==> config.mk <==
export PLATFORM = sky130hd
export DESIGN_NAME = vga_timing_gen
export DESIGN_NICKNAME = d
export VERILOG_FILES = /design/src/rtl/vga_timing_gen.sv
export SDC_FILE = /design/constraint.sdc
export NUM_CORES = 1
export LEC_CHECK = 0
export ABC_AREA = 1
export CORE_ASPECT_RATIO = 1.2
export CORE_MARGIN = 1
export CORE_UTILIZATION = 40
export DETAILED_ROUTE_END_ITERATION = 12
export PLACE_DENSITY_LB_ADDON = 0.12
export SYNTH_ARGS = -nofsm -noshare
export SYNTH_HDL_FRONTEND = slang
export SYNTH_SLANG_ARGS = --single-unit
==> constraint.sdc <==
create_clock -name clk -period 1.8 [get_ports clk]
set_input_delay 0.18 -clock clk [delete_from_list [all_inputs] [get_ports clk]]
set_output_delay 0.18 -clock clk [all_outputs]
set_load 0.02 [all_outputs]
==> src/rtl/vga_timing_gen.sv <==
// Purpose: 640x480@60 beam counters with syncs, blanking, line/frame strobes and a frame counter.
// Latency: every output is registered and aligned to the hpos/vpos it is presented with.
// Backpressure: none; ena_i=0 freezes all state and clears the strobes on the next edge.
module vga_timing_gen #(
  parameter int   H_DISPLAY   = 640,
  parameter int   H_FRONT     = 16,
  parameter int   H_SYNC      = 96,
  parameter int   H_BACK      = 48,
  parameter int   V_DISPLAY   = 480,
  parameter int   V_FRONT     = 10,
  parameter int   V_SYNC      = 2,
  parameter int   V_BACK      = 33,
  parameter logic SYNC_ACTIVE = 1'b0,
  parameter int   FRAME_W     = 10
) (
  input  logic               clk,
  input  logic               rst_n,
  input  logic               ena_i,
  output logic [9:0]         hpos,
  output logic [9:0]         vpos,
  output logic               hsync,
  output logic               vsync,
  output logic               display_on,
  output logic               line_start,
  output logic               frame_start,
  output logic [FRAME_W-1:0] frame_cnt
);

  localparam int H_TOTAL = H_DISPLAY + H_FRONT + H_SYNC + H_BACK;
  localparam int V_TOTAL = V_DISPLAY + V_FRONT + V_SYNC + V_BACK;

  localparam logic [9:0]  H_LAST     = 10'(H_TOTAL - 1);
  localparam logic [9:0]  V_LAST     = 10'(V_TOTAL - 1);
  // Compare thresholds carry one spare bit so an end bound of 1024 still fits.
  localparam logic [10:0] H_DISP_END = 11'(H_DISPLAY);
  localparam logic [10:0] H_SYNC_BEG = 11'(H_DISPLAY + H_FRONT);
  localparam logic [10:0] H_SYNC_END = 11'(H_DISPLAY + H_FRONT + H_SYNC);
  localparam logic [10:0] V_DISP_END = 11'(V_DISPLAY);
  localparam logic [10:0] V_SYNC_BEG = 11'(V_DISPLAY + V_FRONT);
  localparam logic [10:0] V_SYNC_END = 11'(V_DISPLAY + V_FRONT + V_SYNC);

  logic        h_wrap;
  logic        v_wrap;
  logic [9:0]  h_nxt;
  logic [9:0]  v_nxt;
  logic [10:0] h_ext;
  logic [10:0] v_ext;
  logic        hs_nxt;
  logic        vs_nxt;
  logic        de_nxt;

  // Next beam position and the decodes of that position, so registered outputs line up with it.
  always_comb begin
    h_wrap = (hpos == H_LAST);
    v_wrap = (vpos == V_LAST);
    h_nxt  = h_wrap ? 10'd0 : hpos + 10'd1;
    v_nxt  = vpos;
    if (h_wrap) begin
      v_nxt = v_wrap ? 10'd0 : vpos + 10'd1;
    end
    h_ext  = {1'b0, h_nxt};
    v_ext  = {1'b0, v_nxt};
    hs_nxt = (h_ext >= H_SYNC_BEG) && (h_ext < H_SYNC_END);
    vs_nxt = (v_ext >= V_SYNC_BEG) && (v_ext < V_SYNC_END);
    de_nxt = (h_ext < H_DISP_END) && (v_ext < V_DISP_END);
  end

  // Reset parks the beam on the last pixel so the first enabled edge enters (0,0) as a new frame.
  always_ff @(posedge clk or negedge rst_n) begin
    if (!rst_n) begin
      hpos        <= H_LAST;
      vpos        <= V_LAST;
      hsync       <= ~SYNC_ACTIVE;
      vsync       <= ~SYNC_ACTIVE;
      display_on  <= 1'b0;
      line_start  <= 1'b0;
      frame_start <= 1'b0;
      frame_cnt   <= '1;
    end else if (ena_i) begin
      hpos        <= h_nxt;
      vpos        <= v_nxt;
      hsync       <= hs_nxt ? SYNC_ACTIVE : ~SYNC_ACTIVE;
      vsync       <= vs_nxt ? SYNC_ACTIVE : ~SYNC_ACTIVE;
      display_on  <= de_nxt;
      line_start  <= h_wrap;
      frame_start <= h_wrap && v_wrap;
      if (h_wrap && v_wrap) begin
        frame_cnt <= frame_cnt + FRAME_W'(1);
      end
    end else begin
      // Frozen: everything holds except the strobes, which must never stretch.
      line_start  <= 1'b0;
      frame_start <= 1'b0;
    end
  end

endmodule

==> metrics.md, run 1 <==
| Metric | Value |
|---|---|
| Clock Path Buffers | `2` |
| Final cycle utilization of the critical path | `98.5%` |
| Setup CP Type | `reg -> reg` |
| Synth Area in Adders | `2.73%` |
| Starting density of the core | `42.4%` |
| Initial antenna violation count | `0` |
| Largest family of logic cells by synthesized area | `simple AND/OR/NAND/NOR gates` |
| Core ar. | `5410 µm²` |
| Crit path from | `hpos[0]` |
| Final hold vios | `0` |
| CP required | `2020 ps` |
| Final worst path period need | `1770 ps` |
| Count leader, synth | `nand2_1` |
| First drt pass iteration count | `8` |
| Gr ovfl total | `0` |
| Met1 usage | `23.9%` |
| CP endpoint | `frame_cnt[6]` |
| Proportion of layout cells with a drive suffix above 1 | `30.4%` |
| GRT busiest layer | `met2` |
| Final Instance Area | `3080 µm²` |
| Synth top cells by count | `nand2_1, inv_1, nor2_1, dfstp_2, o21ai_0` |
| Mapped cell area | `2290 µm²` |
| Simple-gate share of the synthesized area | `37.1%` |
| Vias in the first global route | `1929` |
| Post-Synth XOR/XNOR Area | `4.96%` |
| Area growth, synth to finish | `34.1%` |
| Post-DP HPWL | `4070 µm` |
| Async SR Flop Fraction | `100%` |
| Synth Net Count | `309` |
| Htree depth | `2` |
| Chip height | `85.0 µm` |
| Met2 Use GR | `33.2%` |
| Area contributors post-synth | `dfstp_2, nand2_1, dfrtp_1` |
| FP Rows | `29` |
| Status | `finished with violations` |
| # setup viols final | `0` |
| Post-synthesis cell type count | `34` |
| Gpl congestion | `0.891` |
| DRC Markers | `3` |
| Fin. max-slew vios | `0` |
| Least-Margin Pin Slew | `450 ps` |
| Clock sinks | `35` |
| Compound-Gate Fraction of Synth Area | `5.73%` |
| Static Leakage | `1.47 nW` |
| Reg-to-Reg End | `frame_cnt[6]` |
| IO buf count | `37` |
| Ports | `38` |
| Relative slew slack | `70.0%` |
| Fmax | `0.564 GHz` |
| Yosys warning total | `0` |
| DIE AREA | `6040 µm²` |
| Clock Skews | `11.1 ps` |
| Number of flops mapped to enable cells by yosys | `0` |
| Routed WL | `5470 µm` |
| Post-synth top area cell | `dfstp_2` |
| CTS tree | `done` |
| Met3 Use GR | `3.21%` |
| Place WS | `-6.37 ps` |
| Worst-case reg-to-reg path depth | `9` |
| Post-synthesis sequential area ratio | `39.4%` |
| Antenna diode count | `0` |
| Num CTS Buffers | `5` |
| Clock transition at the registers of the reported paths | `80 ps` |
| Vias | `2078` |
| R2R setup slack | `30 ps` |
| Reg2reg start | `hpos[0]` |
| Peak VDD IR | `0.000834 V` |
| Die width | `71.1 µm` |
| Layout Nets | `375` |
| Post-layout util | `56.9%` |
| Syn avg cell area | `7.62 µm²` |
| Max cap viols | `0` |
| Sum Neg Setup Slack | `0 ps` |
| Final antenna-violating net count | `0` |
| Worst hold slack | `286 ps` |
| Post-Syn Instances | `301` |
| Hold WC Path Type | `in -> async` |
| Placed cell area | `2840 µm²` |
| Failing checks | `DRC` |
| Startpoint types | `flip-flop` |
| Crit. End Element | `flip-flop` |
| Wirelength per Cell | `12.7 µm` |
| Largest net degree at the start of global routing | `36` |
| Clock latency on the worst-skew pair | `290 ps` |
| Synthesized flop and latch total | `35` |
| Root cell of the clock tree | `clkbuf_8` |
| GRT Overall Usage | `19.3%` |
| Worst Path Max Fanout | `5` |
| Vias per inst | `4.83` |
| Top FF cell, synth | `dfstp_2` |
| Pwr dens | `924 nW/µm²` |
| First DRT Iteration DRCs | `59` |
| Worst setup margin | `26.4 ps` |
| Yosys top cell area share | `25.2%` |
| Arr. time, crit path | `1990 ps` |
| Post-synthesis mux area share | `0.981%` |
| First-pass GRT wire length | `8960 µm` |
| RSZ-0062 raised after global routing | `yes` |
[repair_timing]
| action | 4_1_cts | 5_1_grt |
|---|---|---|
| setup endpoints to repair | 1 | 11 |
| buffers inserted | 3 | 7 |
| resized for setup | 2 | 19 |
| pin swaps | 6 | 11 |
| hold buffers | 0 | 0 |
[worst max-delay path: stages (launching register included)]
cell and delay [ps]:
dfstp_2 560, ha_4 150, nand2_4 80, nor2_8 130
inv_2 60, nor2_4 150, buf_6 120, nand4_4 100
nor3_2 190, xor2_1 170
[metal layers]
| layer | part of all wire [%] | up-vias |
|---|---|---|
| li1 | - | 1071 |
| met1 | 43 | 953 |
| met2 | 51 | 43 |
| met3 | 4.4 | 11 |
| met4 | 2.0 | 0 |
| met5 | 0 | - |
[worst min path at each step]
| stage | startpoint | endpoint | slack [ps] | depth (start not counted) |
|---|---|---|---|---|
| floorplan | rst_n | display_on | -120 | 0 |
| global placement | hsync | hsync | 480 | 2 |
| detailed placement | hsync | hsync | 480 | 2 |
| CTS | rst_n | vpos[5] | 310 | 2 |
| global route | rst_n | vpos[7] | 360 | 2 |
| finish | rst_n | vpos[7] | 290 | 2 |
[per-stage QoR]
step,std cells,total power [mW]
6_report,430,2.84
4_1_cts,423,2.84
3_5_place_dp,412,2.23
5_1_grt,430,3.03
3_3_place_gp,412,2.23
2_1_floorplan,301,1.80
[state kept, by name, indices dropped and copies added, names as in the netlist]
signal       count
display_on       1
frame_cnt       10
frame_start      1
hpos            10
hsync            1
line_start       1
vpos            10
vsync            1
[cells by family after synthesis]
logic type,after synthesis
buffers and inverters,53
adders and majority gates,5
muxes,2
AOI/OAI and AO/OA,25
DFF,35
xor gates and xnor gates,13
and+or+nand+nor,168
[area by class of cell]
class | instances | area (µm²)
Clock buffer | 6 | 72.6
Clock inverter | 2 | 12.5
Fill cell | 517 | 2330
Inverter | 48 | 183
Multi-Input combinational cell | 213 | 1250
Sequential cell | 35 | 905
Tap cell | 62 | 77.6
Timing Repair Buffer | 64 | 577
[power by group]
group / internal [mW] / total [mW] / switching (mW)
clock network: 0.270 / 0.568 / 0.298
logic: 0.484 / 1.12 / 0.640
registers: 0.961 / 1.15 / 0.189
[layout by cell type, fill, tap and decap left out, types with 10 or more instances in the layout]
cell type,n
buf_4,26
clkdlybuf4s50_1,37
dfrtp_1,12
dfstp_2,22
inv_1,33
inv_2,13
nand2_1,86
nand3_1,13
nand3_2,10
nor2_1,22
nor2_2,11
o21ai_0,16
xor2_1,11
Note: power is estimated with default switching activity, not from simulation.
==> inputs of run 2 (changes only) <==
- CTS_BUF_LIST: default -> sky130_fd_sc_hd__clkbuf_16
==> metrics.md, run 2 (same netlist as run 1, synthesis figures left out) <==
| Metric | Value |
|---|---|
| Crit path depth | `2 (-7)` |
| Met2 Use GR | `33.1% (-0.087 points)` |
| Post-DP HPWL | `4070 µm (unchanged)` |
| Area of the multi-input gates | `1210 µm² (-3.1%)` |
| Total power | `3.09 mW (+8.8%)` |
| RSZ-0062 raised after global routing | `yes` |
| GRT Overall Usage | `19.4% (+0.10 points)` |
| Initial antenna violation count | `0 (unchanged)` |
| Crit. End Element | `output port` |
| Max incr delay on CP | `600 ps (+40 ps)` |
| Wirelength per Cell | `12.7 µm (-0.39%)` |
| First-pass GRT wire length | `8970 µm (about the same)` |
| Proportion of layout cells with a drive suffix above 1 | `27.5% (-3.0 points)` |
| WP buf/inv | `2 (unchanged)` |
| Layout Nets | `371 (-1.1%)` |
| Area growth, synth to finish | `33.4%` |
| Die width | `71.1 µm (unchanged)` |
| Clock sinks | `35 (unchanged)` |
| Commonest non-fill, non-tap cell in the layout | `nand2_1` |
| Reg2reg start | `hpos[0]` |
| Post-CTS Hold Fix Bufs | `0 (unchanged)` |
| Startpoint types | `flip-flop` |
| Final worst path period need | `1740 ps (-34.2 ps)` |
| Post-layout util | `56.6% (-0.30 points)` |
| Gpl congestion | `0.891 (unchanged)` |
| Num CTS Buffers | `5 (unchanged)` |
| Largest registers in the final layout | `frame_cnt: 10 flops, hpos: 10 flops, vpos: 10 flops` |
| Arr. time, crit path | `1560 ps (-430 ps)` |
| Largest net degree at the start of global routing | `36 (unchanged)` |
| Fin. max-slew vios | `0 (unchanged)` |
| Root cell of the clock tree | `clkbuf_16` |
| First drt pass iteration count | `8 (unchanged)` |
| Setup CP Type | `reg -> out` |
| FP Rows | `29 (unchanged)` |
| Max cap viols | `0 (unchanged)` |
| Largest delay share family, worst path | `buffers and inverters` |
| Starting density of the core | `42.4% (unchanged)` |
| Final antenna-violating net count | `0 (unchanged)` |
| Final hold vios | `0 (unchanged)` |
| Met3 Use GR | `3.56% (+0.36 points)` |
| Commonest cells after routing, fill and taps aside | `nand2_1, clkdlybuf4s50_1, inv_1, nor2_1, buf_4` |
| Reg-to-Reg End | `frame_cnt[7]` |
| # setup viols final | `0 (unchanged)` |
| Worst-path cell chain | `buf_4 -> clkdlybuf4s50_1` |
| Clock latency on the worst-skew pair | `280 ps (about the same)` |
| Crit path from | `hpos[0]` |
| Failing checks | `DRC` |
| Routed WL | `5390 µm (-1.3%)` |
| Clock Skews | `4.69 ps (-6.42 ps)` |
| Antenna diode count | `0 (unchanged)` |
| IO buf count | `37 (unchanged)` |
| Met1 usage | `23.8% (-0.075 points)` |
| Chip height | `85.0 µm (unchanged)` |
| Pwr dens | `1010 nW/µm² (+9.4%)` |
| Htree depth | `2 (unchanged)` |
| Final cycle utilization of the critical path | `96.6% (-1.9 points)` |
| First DRT Iteration DRCs | `71 (+20%)` |
| Hold WC Path Type | `in -> async` |
| Register area | `905 µm² (unchanged)` |
| Vias per inst | `4.83 (-0.13%)` |
| Vias | `2056 (-1.1%)` |
| Core ar. | `5410 µm² (unchanged)` |
| Static Leakage | `1.47 nW (-0.14%)` |
| Ports | `38 (unchanged)` |
| Worst-case reg-to-reg path depth | `9 (unchanged)` |
| DIE AREA | `6040 µm² (unchanged)` |
| Slowest CP cell | `clkdlybuf4s50_1` |
| CTS tree | `done` |
| Worst Path Max Fanout | `4 (-1)` |
| DRC Markers | `3 (unchanged)` |
| CP required | `1620 ps (-400 ps)` |
| Least-Margin Pin Slew | `445 ps (-5.26 ps)` |
| # fillers | `512 (-0.97%)` |
| Gr ovfl total | `0 (unchanged)` |
| Relative slew slack | `70.3% (+0.35 points)` |
| Fmax | `0.575 GHz (+2.0%)` |
| Sum Neg Setup Slack | `0 ps (unchanged)` |
| GRT busiest layer | `met2` |
| Status | `finished with violations` |
| Clock transition at the registers of the reported paths | `60 ps (-20 ps)` |
| R2R setup slack | `90 ps (+60 ps)` |
| Vias in the first global route | `1932 (+0.16%)` |
| Clock Path Buffers | `2 (unchanged)` |
| Peak VDD IR | `0.000744 V (-11%)` |
-- run 2: changes by cell type in the layout (fill, tap and decap cells not counted), moves of 2 or more --
cell	delta
buf_4	-3
clkbuf_16	+5
clkbuf_8	-5
mux2_1	+2
mux2_4	-2
nand2_1	+2
nand2_2	-2
nor2_1	+4
nor2_2	-4
-- run 2: timing repair --
| item | in CTS | in global routing |
|---|---|---|
| pin swaps | 6 | 10 |
| resized for setup | 2 | 8 |
| setup endpoints to repair | 1 | 10 |
| setup buffers | 3 | 3 |
-- run 2: worst max-delay path by stage --
| stage | end | slack [ps] |
|---|---|---|
| global placement | frame_cnt[7] | 20 |
| CTS | frame_cnt[7] | 5 |
| global route | frame_cnt[7] | -60 |
| finish | hpos[0] | 60 |
| detailed placement | frame_cnt[7] | -6 |
| floorplan | display_on | 6 |
-- run 2: metrics by stage --
stage / instances / worst slack, ps / hold slack, ps / instance area, µm²
after floorplan: 301 / 5.54 / -116 / 2300
after global placement: 412 / 15.3 / 476 / 2840
after detailed placement: 412 / -6.37 / 484 / 2840
after CTS: 423 / 4.54 / 332 / 3020
after global routing: 426 / -55.0 / 381 / 3060
final: 426 / 60.6 / 303 / 3060
-- run 2: routing by layer --
metal | vias to the layer above | routed length (µm)
met5 | - | 0
met4 | 0 | 133
met3 | 11 | 233
met2 | 40 | 2700
met1 | 940 | 2330
li1 | 1065 | -
-- run 2: cell type report --
| class | count | share of cell area [%] |
|---|---|---|
| multi-input cells | 213 | 39.6 |
| clock buffers | 5 | 4.09 |
| flip-flops and latches | 35 | 29.6 |
| clock inverters | 3 | 0.531 |
| repair buffers | 60 | 17.7 |
| inverters | 48 | 5.97 |
| well taps | 62 | 2.53 |
-- run 2: power by group --
group | switching, mW | total, mW | internal [mW]
combinational | 0.633 | 1.11 | 0.477
clock | 0.332 | 0.836 | 0.505
sequential | 0.185 | 1.15 | 0.963
total | 1.15 | 3.09 | 1.94
==> inputs of run 3 (changes only) <==
- clock period: 1.8 -> 1.95 ns (I/O delays scaled with it)
==> metrics.md, run 3 (same netlist as run 1, synthesis figures left out) <==
| Metric | Value |
|---|---|
| DIE AREA | `6040 µm² (unchanged)` |
| First-pass GRT wire length | `8740 µm (-2.6%)` |
| Crit. End Element | `flip-flop` |
| Routed WL | `5230 µm (-3.0%)` |
| Clock Path Buffers | `2 (unchanged)` |
| Least-Margin Pin Slew | `449 ps (+4.02 ps)` |
| Post_cts resized | `0 (-2)` |
| IO buf count | `37 (unchanged)` |
| Root cell of the clock tree | `clkbuf_16` |
| Starting density of the core | `42.4% (unchanged)` |
| Clock Skews | `1.20 ps (-3.49 ps)` |
| WP buf/inv | `1 (-1)` |
| Fin. max-slew vios | `0 (unchanged)` |
| Placed cell count | `401 (-2.7%)` |
| Antenna diode count | `0 (unchanged)` |
| Static Leakage | `1.40 nW (-4.4%)` |
| Status | `finished with violations` |
| Arr. time, crit path | `2040 ps (+480 ps)` |
| Final worst path period need | `1830 ps` |
| Vias in the first global route | `1805 (-6.6%)` |
| Final antenna-violating net count | `0 (unchanged)` |
| Clock sinks | `35 (unchanged)` |
| Total power | `2.94 mW (-4.9%)` |
| Post-DP HPWL | `3980 µm (-2.2%)` |
| Max incr delay on CP | `530 ps (-70 ps)` |
| Vias per inst | `5.00 (+3.7%)` |
| FP Rows | `29 (unchanged)` |
| Num CTS Buffers | `5 (unchanged)` |
| Proportion of layout cells with a drive suffix above 1 | `21.8% (-5.6 points)` |
| Core ar. | `5410 µm² (unchanged)` |
| Chip height | `85.0 µm (unchanged)` |
| Net Sw Power | `1.06 mW (-7.9%)` |
| Clock latency on the worst-skew pair | `280 ps (about the same)` |
| Peak VDD IR | `0.000709 V (-4.7%)` |
| Area growth, synth to finish | `27.9%` |
| # setup viols final | `0 (unchanged)` |
| Sum Neg Setup Slack | `0 ps (unchanged)` |
| First DRT Iteration DRCs | `117 (+65%)` |
| Startpoint types | `flip-flop` |
| Gr ovfl total | `0 (unchanged)` |
| Worst-case reg-to-reg path depth | `9 (unchanged)` |
| Slowest CP cell | `dfstp_2` |
| Fmax | `0.546 GHz` |
| Commonest non-fill, non-tap cell in the layout | `nand2_1` |
| Hold WC Path Type | `in -> async` |
| Largest registers in the final layout | `frame_cnt: 10 flops, hpos: 10 flops, vpos: 10 flops` |
| Worst-path cell chain | `ha_1 -> nand2_4 -> nor2_8 -> inv_2 -> nor2_4 -> nand2_2 -> nor3_4 -> nand3b_1 -> xor2_1` |
| Final hold vios | `0 (unchanged)` |
| Post-CTS Setup Bufs | `0 (-3)` |
| Max cap viols | `0 (unchanged)` |
| R2R setup slack | `120 ps (+30 ps)` |
| Flop pwr share | `35.5% (-1.6 points)` |
| Clock transition at the registers of the reported paths | `60 ps (about the same)` |
| Largest net degree at the start of global routing | `36 (unchanged)` |
| # fillers | `543 (+6.1%)` |
| Ports | `38 (unchanged)` |
| Die width | `71.1 µm (unchanged)` |
| Reg2reg start | `hpos[0]` |
| Clock power frac | `31.6% (+4.6 points)` |
| Worst Path Max Fanout | `5 (+1)` |
| CP required | `2160 ps (+540 ps)` |
| Switch share | `36.0% (-1.2 points)` |
| Worst setup margin | `119 ps (+58.2 ps)` |
| Largest delay share family, worst path | `simple AND/OR/NAND/NOR gates` |
| Wirelength per Cell | `12.8 µm (+0.74%)` |
| GRT Overall Usage | `18.6% (-0.81 points)` |
| Htree depth | `2 (unchanged)` |
| Final cycle utilization of the critical path | `93.9%` |
| Post-CTS Hold Fix Bufs | `0 (unchanged)` |
| Logic pwr share | `32.9% (-3.0 points)` |
| Reg-to-Reg End | `frame_cnt[7]` |
| Initial antenna violation count | `0 (unchanged)` |
| Int Pwr | `1.89 mW (-3.0%)` |
| Commonest cells after routing, fill and taps aside | `nand2_1, clkdlybuf4s50_1, inv_1, nor2_1, dfstp_2` |
| Relative slew slack | `70.1% (-0.27 points)` |
| Failing checks | `DRC` |
| Gpl congestion | `0.833 (-6.4%)` |
| Setup CP Type | `reg -> reg` |
| DRC Markers | `1 (-2)` |
| Layout Nets | `355 (-4.3%)` |
| Post-Layout Cell Count | `410 (-3.8%)` |
| Pwr dens | `1000 nW/µm² (-0.76%)` |
| First drt pass iteration count | `8 (unchanged)` |
| Vias | `2052 (-0.19%)` |
| CTS tree | `done` |
| Place WS | `121 ps (+128 ps)` |
-- run 3: worst max-delay path by stage --
stage | endpoint | startpoint | cells past startpoint
6_report | frame_cnt[7] | hpos[0] | 9
3_3_place_gp | frame_cnt[7] | hpos[0] | 9
4_1_cts | display_on | hpos[0] | 12
5_1_grt | display_on | vpos[1] | 10
3_5_place_dp | frame_cnt[7] | hpos[0] | 9
2_1_floorplan | display_on | hpos[0] | 12
-- run 3: metrics by stage --
| step | cell area (µm²) | hold WS (ps) | utilization (%) |
|---|---|---|---|
| after floorplan | 2290 | -101 | - |
| after global placement | 2760 | 480 | 51.0 |
| after detailed placement | 2760 | 477 | 51.0 |
| after CTS | 2930 | 348 | 54.1 |
| after global routing | 2930 | 384 | 54.3 |
| final | 2930 | 323 | 54.3 |
-- run 3: layer usage --
| layer | GRT usage, % | vias up | wire length [µm] |
|---|---|---|---|
| li1 | - | 1042 | - |
| met1 | 23.0 | 955 | 2310 |
| met2 | 31.8 | 46 | 2600 |
| met3 | 3.68 | 9 | 220 |
| met4 | 7.09 | 0 | 102 |
| met5 | 0 | - | 0 |
-- run 3: cell type report --
class	count	area, µm²	share of cell area, %
clock buffer	5	125	4.26
timing repair buffer	44	423	14.4
multi-input combinational	213	1180	40.3
tap	62	77.6	2.64
clock inverter	3	43.8	1.49
sequential	35	903	30.8
inverter	48	180	6.14
-- run 3: worst reg2reg max path, delay by kind of cell (launching register included) --
family	cells	cell delay, ps
adder cells (fa/ha/maj)	1	210
AND/OR/NAND/NOR	6	800
flip-flops	1	530
buffers and inverters	1	60
XOR/XNOR	1	150
-- run 3: power groups by stage --
stage | combinational [mW] | clock (mW) | sequential (mW)
2_1_floorplan | 0.482 | 0 | 1.18
3_3_place_gp | 0.962 | 0 | 1.06
3_5_place_dp | 0.972 | 0 | 1.06
4_1_cts | 0.978 | 0.947 | 1.05
5_1_grt | 1.06 | 0.980 | 1.07
6_report | 0.968 | 0.931 | 1.04
